**config.mk**
```make
export PLATFORM = sky130hd
export DESIGN_NAME = rv_pbus_arb_flat
export DESIGN_NICKNAME = d
export VERILOG_FILES = /design/src/rtl/rv_pbus_arb_if.sv /design/src/rtl/rv_pbus_arb.sv /design/src/flat_wrapper.sv
export SDC_FILE = /design/constraint.sdc
export NUM_CORES = 1
export LEC_CHECK = 0
export CAP_MARGIN = 30
export CORE_ASPECT_RATIO = 1.75
export CORE_MARGIN = 2
export CORE_UTILIZATION = 41
export DETAILED_ROUTE_END_ITERATION = 6
export PLACE_DENSITY_LB_ADDON = 0.15
export SYNTH_ARGS = -nofsm -noshare
export SYNTH_HDL_FRONTEND = slang
export SYNTH_SLANG_ARGS = --single-unit
```
**constraint.sdc**
```tcl
create_clock -name clk -period 5 [get_ports clk]
set_input_delay 1 -clock clk [delete_from_list [all_inputs] [get_ports clk]]
set_output_delay 1 -clock clk [all_outputs]
set_load 0.05 [all_outputs]
```
**src/rtl/rv_pbus_arb_if.sv**
```systemverilog
// rv_pbus_arb_if: host request channel, RAM peripheral port and core hold line.
interface rv_pbus_arb_if;
  logic        rdy;
  logic        h_valid;
  logic        h_ready;
  logic        h_we;
  logic [31:0] h_adr;
  logic [31:0] h_dw;
  logic        h_done;
  logic [31:0] h_rdata;
  logic [31:0] p_adr;
  logic [31:0] p_dw;
  logic        p_we;
  logic        p_re;
  logic        p_ack;
  logic [31:0] p_dr;
  logic        d_hold;
  modport slave (
    input  rdy, h_valid, h_we, h_adr, h_dw, p_ack, p_dr,
    output h_ready, h_done, h_rdata, p_adr, p_dw, p_we, p_re, d_hold
  );
  modport master (
    output rdy, h_valid, h_we, h_adr, h_dw, p_ack, p_dr,
    input  h_ready, h_done, h_rdata, p_adr, p_dw, p_we, p_re, d_hold
  );
endinterface

```
**src/rtl/rv_pbus_arb.sv**
```systemverilog
// rv_pbus_arb: single-outstanding host access to the shared RAM peripheral port,
// raising d_hold towards the core when a request is starved for too long.
module rv_pbus_arb #(
  parameter int STARVE_MAX = 16,
  parameter int CNT_W      = 8
) (
  input logic          clk,
  input logic          reset,
  rv_pbus_arb_if.slave bus
);
  typedef enum logic [1:0] {IDLE, REQ, RDATA} state_t;
  state_t           r_state, w_next;
  logic             r_we;
  logic [31:0]      r_adr;
  logic [31:0]      r_dw;
  logic [31:0]      r_rdata;
  logic [CNT_W-1:0] r_cnt;
  logic             r_done;
  logic             r_hold;
  logic             w_accept;
  logic             w_grant;
  logic             w_starve;
  logic [CNT_W:0]   w_cnt_inc;
  assign w_accept  = r_state == IDLE && bus.h_valid;
  // the RAM read path is not rdy-gated, only writes wait for rdy
  assign w_grant   = r_state == REQ && bus.p_ack && (!r_we || bus.rdy);
  assign w_cnt_inc = {1'b0, r_cnt} + 1'b1;
  assign w_starve  = r_state == REQ && !w_grant && w_cnt_inc >= (CNT_W+1)'(STARVE_MAX);
  always_ff @(posedge clk or posedge reset)
    if (reset) r_state <= IDLE;
    else r_state <= w_next;
  always_comb begin
    w_next = r_state;
    case (r_state)
      IDLE:    w_next = bus.h_valid ? REQ : IDLE;
      REQ:     w_next = w_grant ? (r_we ? IDLE : RDATA) : REQ;
      default: w_next = IDLE;
    endcase
  end
  always_comb begin
    bus.h_ready = r_state == IDLE;
    bus.p_we    = r_state == REQ && r_we;
    bus.p_re    = r_state == REQ && !r_we;
  end
  always_ff @(posedge clk or posedge reset)
    if (reset) begin
      r_we    <= 1'b0;
      r_adr   <= '0;
      r_dw    <= '0;
      r_cnt   <= '0;
      r_done  <= 1'b0;
      r_hold  <= 1'b0;
      r_rdata <= '0;
    end else begin
      if (w_accept) begin
        r_we  <= bus.h_we;
        r_adr <= bus.h_adr & ~32'd3;
        r_dw  <= bus.h_dw;
      end
      r_cnt  <= (w_accept || w_grant) ? '0 :
                (r_state == REQ && !(&r_cnt)) ? r_cnt + 1'b1 : r_cnt;
      r_done <= (w_grant && r_we) || r_state == RDATA;
      r_hold <= w_starve;
      if (r_state == RDATA) r_rdata <= bus.p_dr;
    end
  assign bus.p_adr   = r_adr;
  assign bus.p_dw    = r_dw;
  assign bus.h_done  = r_done;
  assign bus.h_rdata = r_rdata;
  assign bus.d_hold  = r_hold;
endmodule
```
**src/flat_wrapper.sv**
```systemverilog
// flat-port wrapper written by rule: the top's interface ports become plain ports
module rv_pbus_arb_flat 
#(
  parameter int STARVE_MAX = 16,
  parameter int CNT_W      = 8
)
  (clk, reset, bus_rdy, bus_h_valid, bus_h_we, bus_h_adr, bus_h_dw, bus_p_ack, bus_p_dr, bus_h_ready, bus_h_done, bus_h_rdata, bus_p_adr, bus_p_dw, bus_p_we, bus_p_re, bus_d_hold);
  rv_pbus_arb_if bus_i ();
  input logic clk;
  input logic reset;
  input wire logic [$bits(bus_i.rdy)-1:0] bus_rdy;
  input wire logic [$bits(bus_i.h_valid)-1:0] bus_h_valid;
  input wire logic [$bits(bus_i.h_we)-1:0] bus_h_we;
  input wire logic [$bits(bus_i.h_adr)-1:0] bus_h_adr;
  input wire logic [$bits(bus_i.h_dw)-1:0] bus_h_dw;
  input wire logic [$bits(bus_i.p_ack)-1:0] bus_p_ack;
  input wire logic [$bits(bus_i.p_dr)-1:0] bus_p_dr;
  output wire logic [$bits(bus_i.h_ready)-1:0] bus_h_ready;
  output wire logic [$bits(bus_i.h_done)-1:0] bus_h_done;
  output wire logic [$bits(bus_i.h_rdata)-1:0] bus_h_rdata;
  output wire logic [$bits(bus_i.p_adr)-1:0] bus_p_adr;
  output wire logic [$bits(bus_i.p_dw)-1:0] bus_p_dw;
  output wire logic [$bits(bus_i.p_we)-1:0] bus_p_we;
  output wire logic [$bits(bus_i.p_re)-1:0] bus_p_re;
  output wire logic [$bits(bus_i.d_hold)-1:0] bus_d_hold;
  assign bus_i.rdy = bus_rdy;
  assign bus_i.h_valid = bus_h_valid;
  assign bus_i.h_we = bus_h_we;
  assign bus_i.h_adr = bus_h_adr;
  assign bus_i.h_dw = bus_h_dw;
  assign bus_i.p_ack = bus_p_ack;
  assign bus_i.p_dr = bus_p_dr;
  assign bus_h_ready = bus_i.h_ready;
  assign bus_h_done = bus_i.h_done;
  assign bus_h_rdata = bus_i.h_rdata;
  assign bus_p_adr = bus_i.p_adr;
  assign bus_p_dw = bus_i.p_dw;
  assign bus_p_we = bus_i.p_we;
  assign bus_p_re = bus_i.p_re;
  assign bus_d_hold = bus_i.d_hold;
  rv_pbus_arb #(.STARVE_MAX(STARVE_MAX), .CNT_W(CNT_W)) u_core (.clk(clk), .reset(reset), .bus(bus_i));
endmodule
```
* Word-level counts from Yosys, hierarchy flattened
Cells that the tools add are included.
Widths: inputs -> output; s select.
** Operators by class
- Add/sub/neg operators :: 2
- $lt $le $gt $ge :: 1
- Eq/ne operators :: 2
- Muxes and demuxes :: 6
- Reductions and logical operators :: 18
** Operator list (count)
- $mux 8 :: 2
- $add 8x1->9 const B :: 1
- $ge 9x5->1 const B :: 1
- $logic_and 1x1->1 :: 9
- $add 8x1->8 const B :: 1
- $reduce_and 8->1 :: 1
- $mux 2 :: 2
- $pmux 2 s2 :: 1
- $logic_not 1->1 :: 3
- $logic_or 1x1->1 :: 3
- $eq 2x1->1 const B :: 1
- $eq 2x2->1 const B :: 1
- $logic_not 2->1 :: 1
- $reduce_bool 2->1 :: 1
- $mux 1 :: 1
** Storage, ports and cells
- Bits in registers :: 107
- Input bits :: 102

* Logic depth before layout (Yosys ltp)
Gate-level depths: netlist of the first run.
- Depth after elaboration :: 6
- Gate-level depth with buffers :: 6
- Mapped depth without buffers :: 5

* Worst setup path after synthesis of the first run
OpenSTA, ideal clock, no wires.
- Kind :: register to output
- Start :: reg u_core.r_state[1]
- End :: out bus_p_we
- Data arrival time :: 1.236 ns
- Slack :: 2.764 ns
- Stages on the path, launching flop included :: 3
- Cell sequence :: dfrtp_1 -> nand2b_1 -> nor2_1
** On the way
- Word-level cells in the longest chain between the ends :: 2
** Ends and longest elaborated chain
- start, declared :: line rv_pbus_arb.sv:12 : state_t r_state, w_next;
- start signal, assigned :: line rv_pbus_arb.sv:31 : else r_state <= w_next;
- $eq 2x1->1 :: line rv_pbus_arb.sv:42 : bus.p_we = r_state == REQ && r_we;
- $logic_and 1x1->1 :: line rv_pbus_arb.sv:42
- end, declared :: line flat_wrapper.sv:23 : output wire logic [$bits(bus_i.p_we)-1:0] bus_p_we;
Every way passes these cells.

* Worst setup path in the final report of the first run
Ends and elaborated chain as after synthesis.

==> results.md, run 1 <==
- TritonRoute pass-1 iters: 4
- H-Tree Depth: 3
- Nets: 571
- Max VDD drop: 0.403 mV
- Placed Cells: 582
- CP Capture Type: output port
- Fmax: 338 MHz
- Antenna violations before repair: 0
- Post-DP Area: 6290 um^2
- Worst r2r src: u_core.r_state[0]
- Leakage: 0.00274 uW
- Min Tclk post-route: 2.96 ns
- GRT Overall Usage: 0.191
- R2R Setup Slk: 2.73 ns
- Die Span Y: 138 um
- Crit. Startpoint: u_core.r_state[1]
- Core region area: 9910 um^2
- Worst-Skew Late Latency: 0.34 ns
- Synthesis-to-finish area growth: 56.7%
- Synth Cell Area: 4210 um^2
- Post-synth EDFFs: 0
- Inserted Diodes: 0
- Share of cells above drive strength 1: 0.129
- RSZ-0062 raised after global routing: false
- Clk pwr share: 0.137
- Non-filler instance count after layout: 598
- Clk buf depth: 2
- Critical path required time: 4.00 ns
- Worst Path Arrival: 1.96 ns
- Num Clock Sinks: 107
- CTS tree: done
- Final Max Slew Viols: 0
- Synth cell types: 31
- FF+latch count, synth: 107
- Register-to-Register Path Depth: 4
- Antenna violation net count after detailed routing: 0
- Rows: 48
- Yosys warns: 0
- Post-Syn Area per Cell: 15.7 um^2
- Routed wire length: 10.3 mm
- Via count of the first global-routing pass: 3074
- Grt total ovfl: 0
- CP max stage cell: clkdlybuf4s50_1
- Max incr delay on CP: 0.83 ns
- Starting Density: 0.424
- Max_slew headroom: 0.371
- Critical path type: flip-flop to output port
- Status: complete, no violations
- HP Class: flip-flop to flip-flop
- Sw Share: 0.469
- CP startpoint kind: flip-flop
- First-pass GRT wire length: 15.9 mm
- Vias: 2940
- DRC Markers: 0
- Setup TNS: 0 ns
- Most used flip-flop cell after synthesis: dfrtp_1
- Post-synthesis sequential area ratio: 0.637
- Root Buffer: clkbuf_16
- Worst-margin pin slew: 0.942 ns
- Final-report setup violation count: 0
- Largest net degree at the start of global routing: 48
- Post-CTS Resized: 0
- Dpl hpwl: 7.80 mm
- Io pins: 203
- Die X: 80.6 um
- Fraction of registers with async set/reset: 1.00
- Critical path cell sequence: nand2b_1 > nor2_1 > clkdlybuf4s50_1
- Post-CTS setup buffers: 0
- Final hold violation count: 0
- IO Port Bufs: 198
- Fin crit share: 0.591
- Min Hold Slack: 0.483 ns
- Worst clock skew: 0.00685 ns
- Synth Instances: 268
- Iter 0 DRT Violations: 110
- MaxCap Viol Count: 0
- Logic pwr share: 0.578
- Reg-to-Reg End: u_core.bus.p_dw[29]
- PD cells: 783 nW/um^2
- Crit path max fanout: 4
- Cell area after layout: 6590 um^2
- Sequential Power Share: 0.285
- Clk slew on worst S/H paths: 0.07 ns
- WL/cell: 17.3 um
- Sw power: 2420 uW
- # hold bufs at CTS: 0
- Die ar.: 11100 um^2
- Placer Congestion: 0.778
- Cts bufs inserted: 9
- Internal power: 2740 uW
- CP endpoint: bus_p_we
- Via density: 4.92
## worst max-delay path, delay by kind of cell, from the launching register on
family	cells	cell delay, ns
buffers and inverters	1	0.83
flip-flops	1	0.43
AND/OR/NAND/NOR	2	0.36
## per-layer routing
layer	global-route usage	wire, um
met3	0.0404	561
met2	0.350	5890
met5	0	0
met1	0.200	3470
met4	0.103	417
## layout make-up
| cell class | instances | area, um^2 |
|---|---|---|
| repair buffers | 201 | 2020 |
| flip-flops and latches | 107 | 2680 |
| inverters | 2 | 10.0 |
| clock buffers | 13 | 250 |
| fillers | 795 | 3320 |
| well taps | 125 | 156 |
| clock inverters | 3 | 47.5 |
| multi-input cells | 147 | 1420 |
## cell usage in the layout (no fill, tap or decap)
master / count
inv_4: 1
buf_4: 2
nor2b_1: 1
clkdlybuf4s50_1: 198
xnor2_1: 1
mux2_1: 58
o21ai_0: 1
a21oi_1: 1
clkinv_4: 2
nor3_1: 5
nand3_1: 1
conb_1: 2
nor2b_4: 1
a311o_4: 1
nand3_2: 1
a22o_1: 2
nor3_2: 1
and2_1: 5
dfrtp_1: 107
nand2_1: 7
bufinv_16: 1
inv_1: 1
nor2_1: 6
a221o_1: 5
buf_16: 1
a31o_2: 1
mux2_2: 38
or2_1: 1
nand2b_1: 2
a21o_1: 1
nand4_1: 1
clkbuf_1: 3
clkbuf_8: 1
and4_1: 1
ha_1: 1
nor4b_1: 1
clkbuf_16: 9
and2_2: 1
## cells by family (layout without fill, tap and decap cells)
family,after synthesis,after routing,share of synthesized area
multiplexers,96,96,0.257
AND/OR/NAND/NOR,35,35,0.0455
other,1,2,0.000892
flip-flops,107,107,0.637
adder cells (fa/ha/maj),1,1,0.00297
XOR/XNOR,1,1,0.00208
buffers and inverters,15,219,0.0277
AO/OA/AOI/OAI,12,12,0.0271
## cells in the mapped netlist, drive strengths merged (2+ instances only)
| cell type | number | area, um^2 |
|---|---|---|
| dfrtp | 107 | 2680 |
| nand2b | 2 | 12.5 |
| a22o | 2 | 17.5 |
| nand3 | 2 | 15.0 |
| and2 | 6 | 37.5 |
| inv | 2 | 7.51 |
| buf | 12 | 105 |
| nor2b | 2 | 12.5 |
| nor2 | 6 | 22.5 |
| nor3 | 6 | 35.0 |
| a221o | 5 | 50.1 |
| mux2 | 96 | 1080 |
| nand2 | 7 | 26.3 |
## per-stage QoR
stage	power [uW]	util	setup WS, ns
floorplan	3460	-	1.18
global placement	4440	0.632	1.88
detailed placement	4500	0.635	1.83
CTS	5220	0.665	2.03
global route	5390	0.665	1.93
finish	5160	0.665	2.04
## how the worst min path moves through the flow
| stage | startpoint | endpoint | cells after the start |
|---|---|---|---|
| after global routing | u_core.bus.p_adr[20] | u_core.bus.p_adr[20] | 1 |
| after detailed placement | u_core.bus.p_adr[8] | u_core.bus.p_adr[8] | 1 |
| after floorplan | u_core.r_cnt[1] | u_core.r_cnt[1] | 1 |
| after global placement | u_core.bus.p_adr[29] | u_core.bus.p_adr[29] | 1 |
| after CTS | u_core.bus.p_adr[8] | u_core.bus.p_adr[8] | 1 |
| final | u_core.bus.p_adr[29] | u_core.bus.p_adr[29] | 1 |
## registers in the layout, indices dropped and copies added (netlist names)
| signal | cells |
|---|---|
| u_core.bus.d_hold | 1 |
| u_core.bus.p_dw | 32 |
| u_core.bus.h_done | 1 |
| u_core.bus.p_adr | 30 |
| u_core.r_we | 1 |
| u_core.r_cnt | 8 |
| u_core.bus.h_rdata | 32 |
| u_core.r_state | 2 |
## power groups by stage
stage	Sequential (uW)	Combinational, uW	Clock (uW)
final	1470	2980	705
after global routing	1530	3100	764
after CTS	1480	3020	724
after detailed placement	1490	3010	0
after global placement	1470	2970	0
after floorplan	2860	592	0
Note: power is estimated with default switching activity, not from simulation.
==> inputs of run 2 (changes only) <==
- CORE_UTILIZATION: 41 -> 37
- clock period: 5 -> 2.7 ns (I/O delays scaled with it)
==> run 2 against run 1 <==
- critical path depth did not move
- highest routed layer unchanged
- critical endpoint unchanged
- largest cell class unchanged
- worst setup slack got worse by 1.8 ns
- first-iteration DRC count fell by 15%
- sequential share of layout area fell by 0.38 points
- wire length fell by 3.8%
- combinational power rose by 86%
- clock-buffer cell count fell by 1
- via count fell by 2.2%
- global-route usage fell by 3.0 points
- largest power group unchanged
- non-clock buffer count rose by 2
- utilization fell by 6.6 points
- sequential power rose by 85%
==> results.md, run 2 (synthesis results as in run 1) <==
- Largest net degree at the start of global routing: 51
- Via count of the first global-routing pass: 2970
- Post-DP Area: 6350 um^2
- CTS tree: done
- Min Tclk post-route: 2.44 ns
- Clk slew on worst S/H paths: 0.06 ns
- Commonest non-fill, non-tap cell in the layout: clkdlybuf4s50_1
- Critical path type: flip-flop to output port
- Starting Density: 0.379
- Fin util: 0.599
- Grt total ovfl: 0
- WL met2: 5.60 mm
- RSZ-0062 raised after global routing: false
- H-Tree Depth: 3
- Final-report setup violation count: 0
- Placer Congestion: 0.764
- Routed wire length: 9.94 mm
- Cell area after layout: 6650 um^2
- Most frequent cells in the layout: 198 x clkdlybuf4s50_1, 107 x dfrtp_1, 58 x mux2_1
- Worst clock skew: 0.00834 ns
- Area of the multi-input gates: 1420 um^2
- PD cells: 1440 nW/um^2
- Max_slew headroom: 0.579
- Fill cell count: 919
- Worst-margin pin slew: 0.630 ns
- CP startpoint kind: flip-flop
- Io pins: 203
- Worst setup margin: 0.262 ns
- Root Buffer: clkbuf_16
- First-pass GRT wire length: 15.5 mm
- Num Clock Sinks: 107
- Fmax: 410 MHz
- WL/cell: 16.4 um
- Post-CTS setup buffers: 0
- Max VDD drop: 0.799 mV
- Reg area: 2680 um^2
- Status: complete, no violations
- Cts bufs inserted: 9
- Setup TNS: 0 ns
- Worst-Skew Late Latency: 0.34 ns
- Core region area: 11100 um^2
- # hold bufs at CTS: 0
- Final Max Slew Viols: 0
- IO Port Bufs: 198
- Met1 WL: 3.58 mm
- TritonRoute pass-1 iters: 4
- Post-CTS Resized: 0
- Synthesis-to-finish area growth: 58.2%
- Rows: 51
- Critical path required time: 2.16 ns
- Clk buf depth: 2
- Crit path max fanout: 4
- Pre-CTS setup slack: 0.490 ns
- GRT Overall Usage: 0.161
- Power Total: 9590 uW
- Antenna violations before repair: 0
- HP Class: flip-flop to flip-flop
- Via density: 4.74
- Metal3 WL: 598 um
- Leakage: 0.00276 uW
- R2R Setup Slk: 0.88 ns
- Worst Path Arrival: 1.90 ns
- MaxCap Viol Count: 0
- Inserted Diodes: 0
- Iter 0 DRT Violations: 94
- Die Span Y: 145 um
- Vias: 2876
- Fin crit share: 0.903
- Die X: 84.6 um
- DRC Markers: 0
- Dpl hpwl: 7.52 mm
- Nets: 573
- Final hold violation count: 0
- Share of cells above drive strength 1: 0.137
- Top routing layer in use: met4
- CP Capture Type: output port
- Die ar.: 12300 um^2
- Antenna violation net count after detailed routing: 0
==> run 2: changes by cell type in the layout (fill, tap and decap cells not counted) <==
cell,previous run,this run
clkbuf_1,3,1
clkinvlp_4,0,1
inv_4,1,0
buf_4,2,1
buf_16,1,0
clkinv_4,2,1
clkbuf_8,1,2
clkinv_2,0,2
buf_12,0,4
==> run 2: layout make-up <==
class                   instances  area share
well taps                     132      0.0248
clock inverters                 4     0.00733
repair buffers                203       0.311
inverters                       2     0.00169
flip-flops and latches        107       0.402
multi-input cells             147       0.214
clock buffers                  12      0.0386
==> run 2: where the power goes <==
group / leakage, uW / switching (uW) / internal, uW / total (uW)
clock network: 0.000153 / 561 / 769 / 1330
logic: 0.00132 / 3540 / 2000 / 5540
registers: 0.00128 / 357 / 2360 / 2720
total: 0.00276 / 4460 / 5130 / 9590
==> run 2: path summary, 6_finish.rpt <==
| path | to | cells after the start | startpoint |
|---|---|---|---|
| setup / recovery | bus_p_we | 3 | u_core.r_state[1] |
| setup reg to reg | u_core.r_cnt[7] | 5 | u_core.r_cnt[0] |
| max in group asynchronous | u_core.bus.h_rdata[11] | 3 | reset |
| hold reg to reg | u_core.bus.p_adr[26] | 1 | u_core.bus.p_adr[26] |
| min in group asynchronous | u_core.bus.p_dw[12] | 2 | reset |
| hold / removal | u_core.bus.p_adr[26] | 1 | u_core.bus.p_adr[26] |
==> run 2: worst max-delay path, stage by stage (launching register included) <==
cell	delay (ns)
dfrtp_1	0.41
nand2b_1	0.19
nor2_1	0.14
clkdlybuf4s50_1	0.83
==> run 2: routing by layer <==
layer / up-vias / GRT usage
li1: 1344 / -
met1: 1415 / 0.178
met2: 105 / 0.299
met3: 12 / 0.0375
met4: 0 / 0.0524
met5: - / 0
==> run 2: metrics by stage <==
step	instances	hold slack [ns]
2_1_floorplan	269	0.516
3_3_place_gp	591	0.466
3_5_place_dp	591	0.474
4_1_cts	607	0.489
5_1_grt	607	0.496
6_report	607	0.484
==> inputs of run 3 (changes only) <==
- CORE_MARGIN: 2 -> 4
- CTS_CLUSTER_DIAMETER: default -> 30
==> run 3 against run 2 <==
- wire length is 4.2% higher
- utilization is 0.17 points lower
- first-iteration DRC count is 56% lower
- final cell count is 0.33% higher
- sequential power hardly changed
- global-route usage is 0.18 points lower
- critical path depth stayed put
- sequential share of layout area is 0.11 points higher
- clock-buffer cell count stayed put
- die area is 7.6% higher
- clock power is 5% lower
- critical path type unchanged
- critical endpoint unchanged
==> results.md, run 3 (synthesis results as in run 1) <==
- Min Tclk post-route: 2.47 ns
- Most frequent cells in the layout: 198 x clkdlybuf4s50_1, 107 x dfrtp_1, 58 x mux2_1
- Cts bufs inserted: 9
- Via density: 4.81
- Post-CTS Resized: 0
- MaxCap Viol Count: 0
- Placed Cells: 592
- Clk slew on worst S/H paths: 0.07 ns
- GRT Overall Usage: 0.160
- Worst setup margin: 0.234 ns
- Status: complete, no violations
- Setup TNS: 0 ns
- Cell area after layout: 6630 um^2
- Fmax: 406 MHz
- Non-filler instance count after layout: 609
- Final Max Slew Viols: 0
- Clk buf depth: 2
- Fin util: 0.597
- Antenna violation net count after detailed routing: 0
- CP startpoint kind: flip-flop
- Critical path required time: 2.16 ns
- WL/cell: 17.0 um
- Fin crit share: 0.913
- Synthesis-to-finish area growth: 57.8%
- IO Port Bufs: 198
- Die Span Y: 149 um
- Share of cells above drive strength 1: 0.139
- Starting Density: 0.379
- Commonest non-fill, non-tap cell in the layout: clkdlybuf4s50_1
- Leakage: 0.00274 uW
- PD cells: 1430 nW/um^2
- Routed wire length: 10.4 mm
- # hold bufs at CTS: 0
- Root Buffer: clkbuf_16
- CP max stage cell: clkdlybuf4s50_1
- Max_slew headroom: 0.539
- TritonRoute pass-1 iters: 4
- Placer Congestion: 0.700
- Worst-Skew Late Latency: 0.34 ns
- HP Class: flip-flop to flip-flop
- Critical path cell sequence: nand2b_1 > nor2_1 > clkdlybuf4s50_1
- Vias: 2931
- Critical path type: flip-flop to output port
- Max incr delay on CP: 0.83 ns
- Worst-margin pin slew: 0.690 ns
- CTS tree: done
- Nets: 574
- Grt total ovfl: 0
- Num Clock Sinks: 107
- RSZ-0062 raised after global routing: false
- Post-DP Area: 6340 um^2
- Max VDD drop: 0.704 mV
- Die X: 88.6 um
- Antenna violations before repair: 1
- Worst clock skew: 0.00845 ns
- Post-CTS setup buffers: 0
- Via count of the first global-routing pass: 3101
- Crit path max fanout: 4
- Core region area: 11100 um^2
- H-Tree Depth: 3
- DRC Markers: 0
- Worst Path Arrival: 1.93 ns
- Pre-CTS setup slack: 0.534 ns
- Final-report setup violation count: 0
- Io pins: 203
- Iter 0 DRT Violations: 41
- Largest net degree at the start of global routing: 40
- Rows: 51
- Final hold violation count: 0
- CP Capture Type: output port
- Dpl hpwl: 8.03 mm
- Die ar.: 13200 um^2
- First-pass GRT wire length: 15.9 mm
## run 3: cell count changes in the layout (fill, tap and decap cells not counted)
cell / delta
buf_4: +2
clkinvlp_4: +2
clkinv_2: -2
inv_6: +1
buf_12: -1
bufinv_16: -1
diode_2: +1
## run 3: worst paths after layout
check / start / to / slack, ns / cells past startpoint
worst min register to register: u_core.bus.p_adr[16] / u_core.bus.p_adr[16] / 0.49 / 1
max in group asynchronous: reset / u_core.bus.p_dw[19] / 1.32 / 3
worst min-delay path: u_core.bus.p_adr[16] / u_core.bus.p_adr[16] / 0.49 / 1
worst max register to register: u_core.r_cnt[0] / u_core.r_cnt[2] / 0.86 / 5
min in group asynchronous: reset / u_core.bus.h_rdata[27] / 0.66 / 2
worst max-delay path: u_core.r_state[1] / bus_p_we / 0.23 / 3
## run 3: cell type report
class,instances,area [um^2]
flip-flops and latches,107,2680
fillers,919,4470
inverters,2,11.3
clock buffers,12,256
clock inverters,4,32.5
multi-input cells,147,1420
repair buffers,204,2060
diodes,1,2.50
well taps,132,165
## run 3: layer usage
layer | GRT usage | wire length [um]
met5 | 0 | 0
met4 | 0.0741 | 272
met3 | 0.0321 | 690
met2 | 0.284 | 5650
met1 | 0.178 | 3750
## run 3: metrics by stage
stage	hold WS [ns]	power [uW]
2_1_floorplan	0.516	6400
3_3_place_gp	0.467	8280
3_5_place_dp	0.474	8370
4_1_cts	0.490	9650
5_1_grt	0.497	9970
6_report	0.486	9520
## run 3: power breakdown
group | internal, uW | switching, uW
Sequential | 2360 | 362
Clock | 682 | 577
Combinational | 1990 | 3540
## run 3: critical path, delay by kind of cell, from the launching register on
| kind | cells | cell delay [ns] |
|---|---|---|
| buffers and inverters | 1 | 0.83 |
| DFF | 1 | 0.42 |
| and+or+nand+nor | 2 | 0.34 |
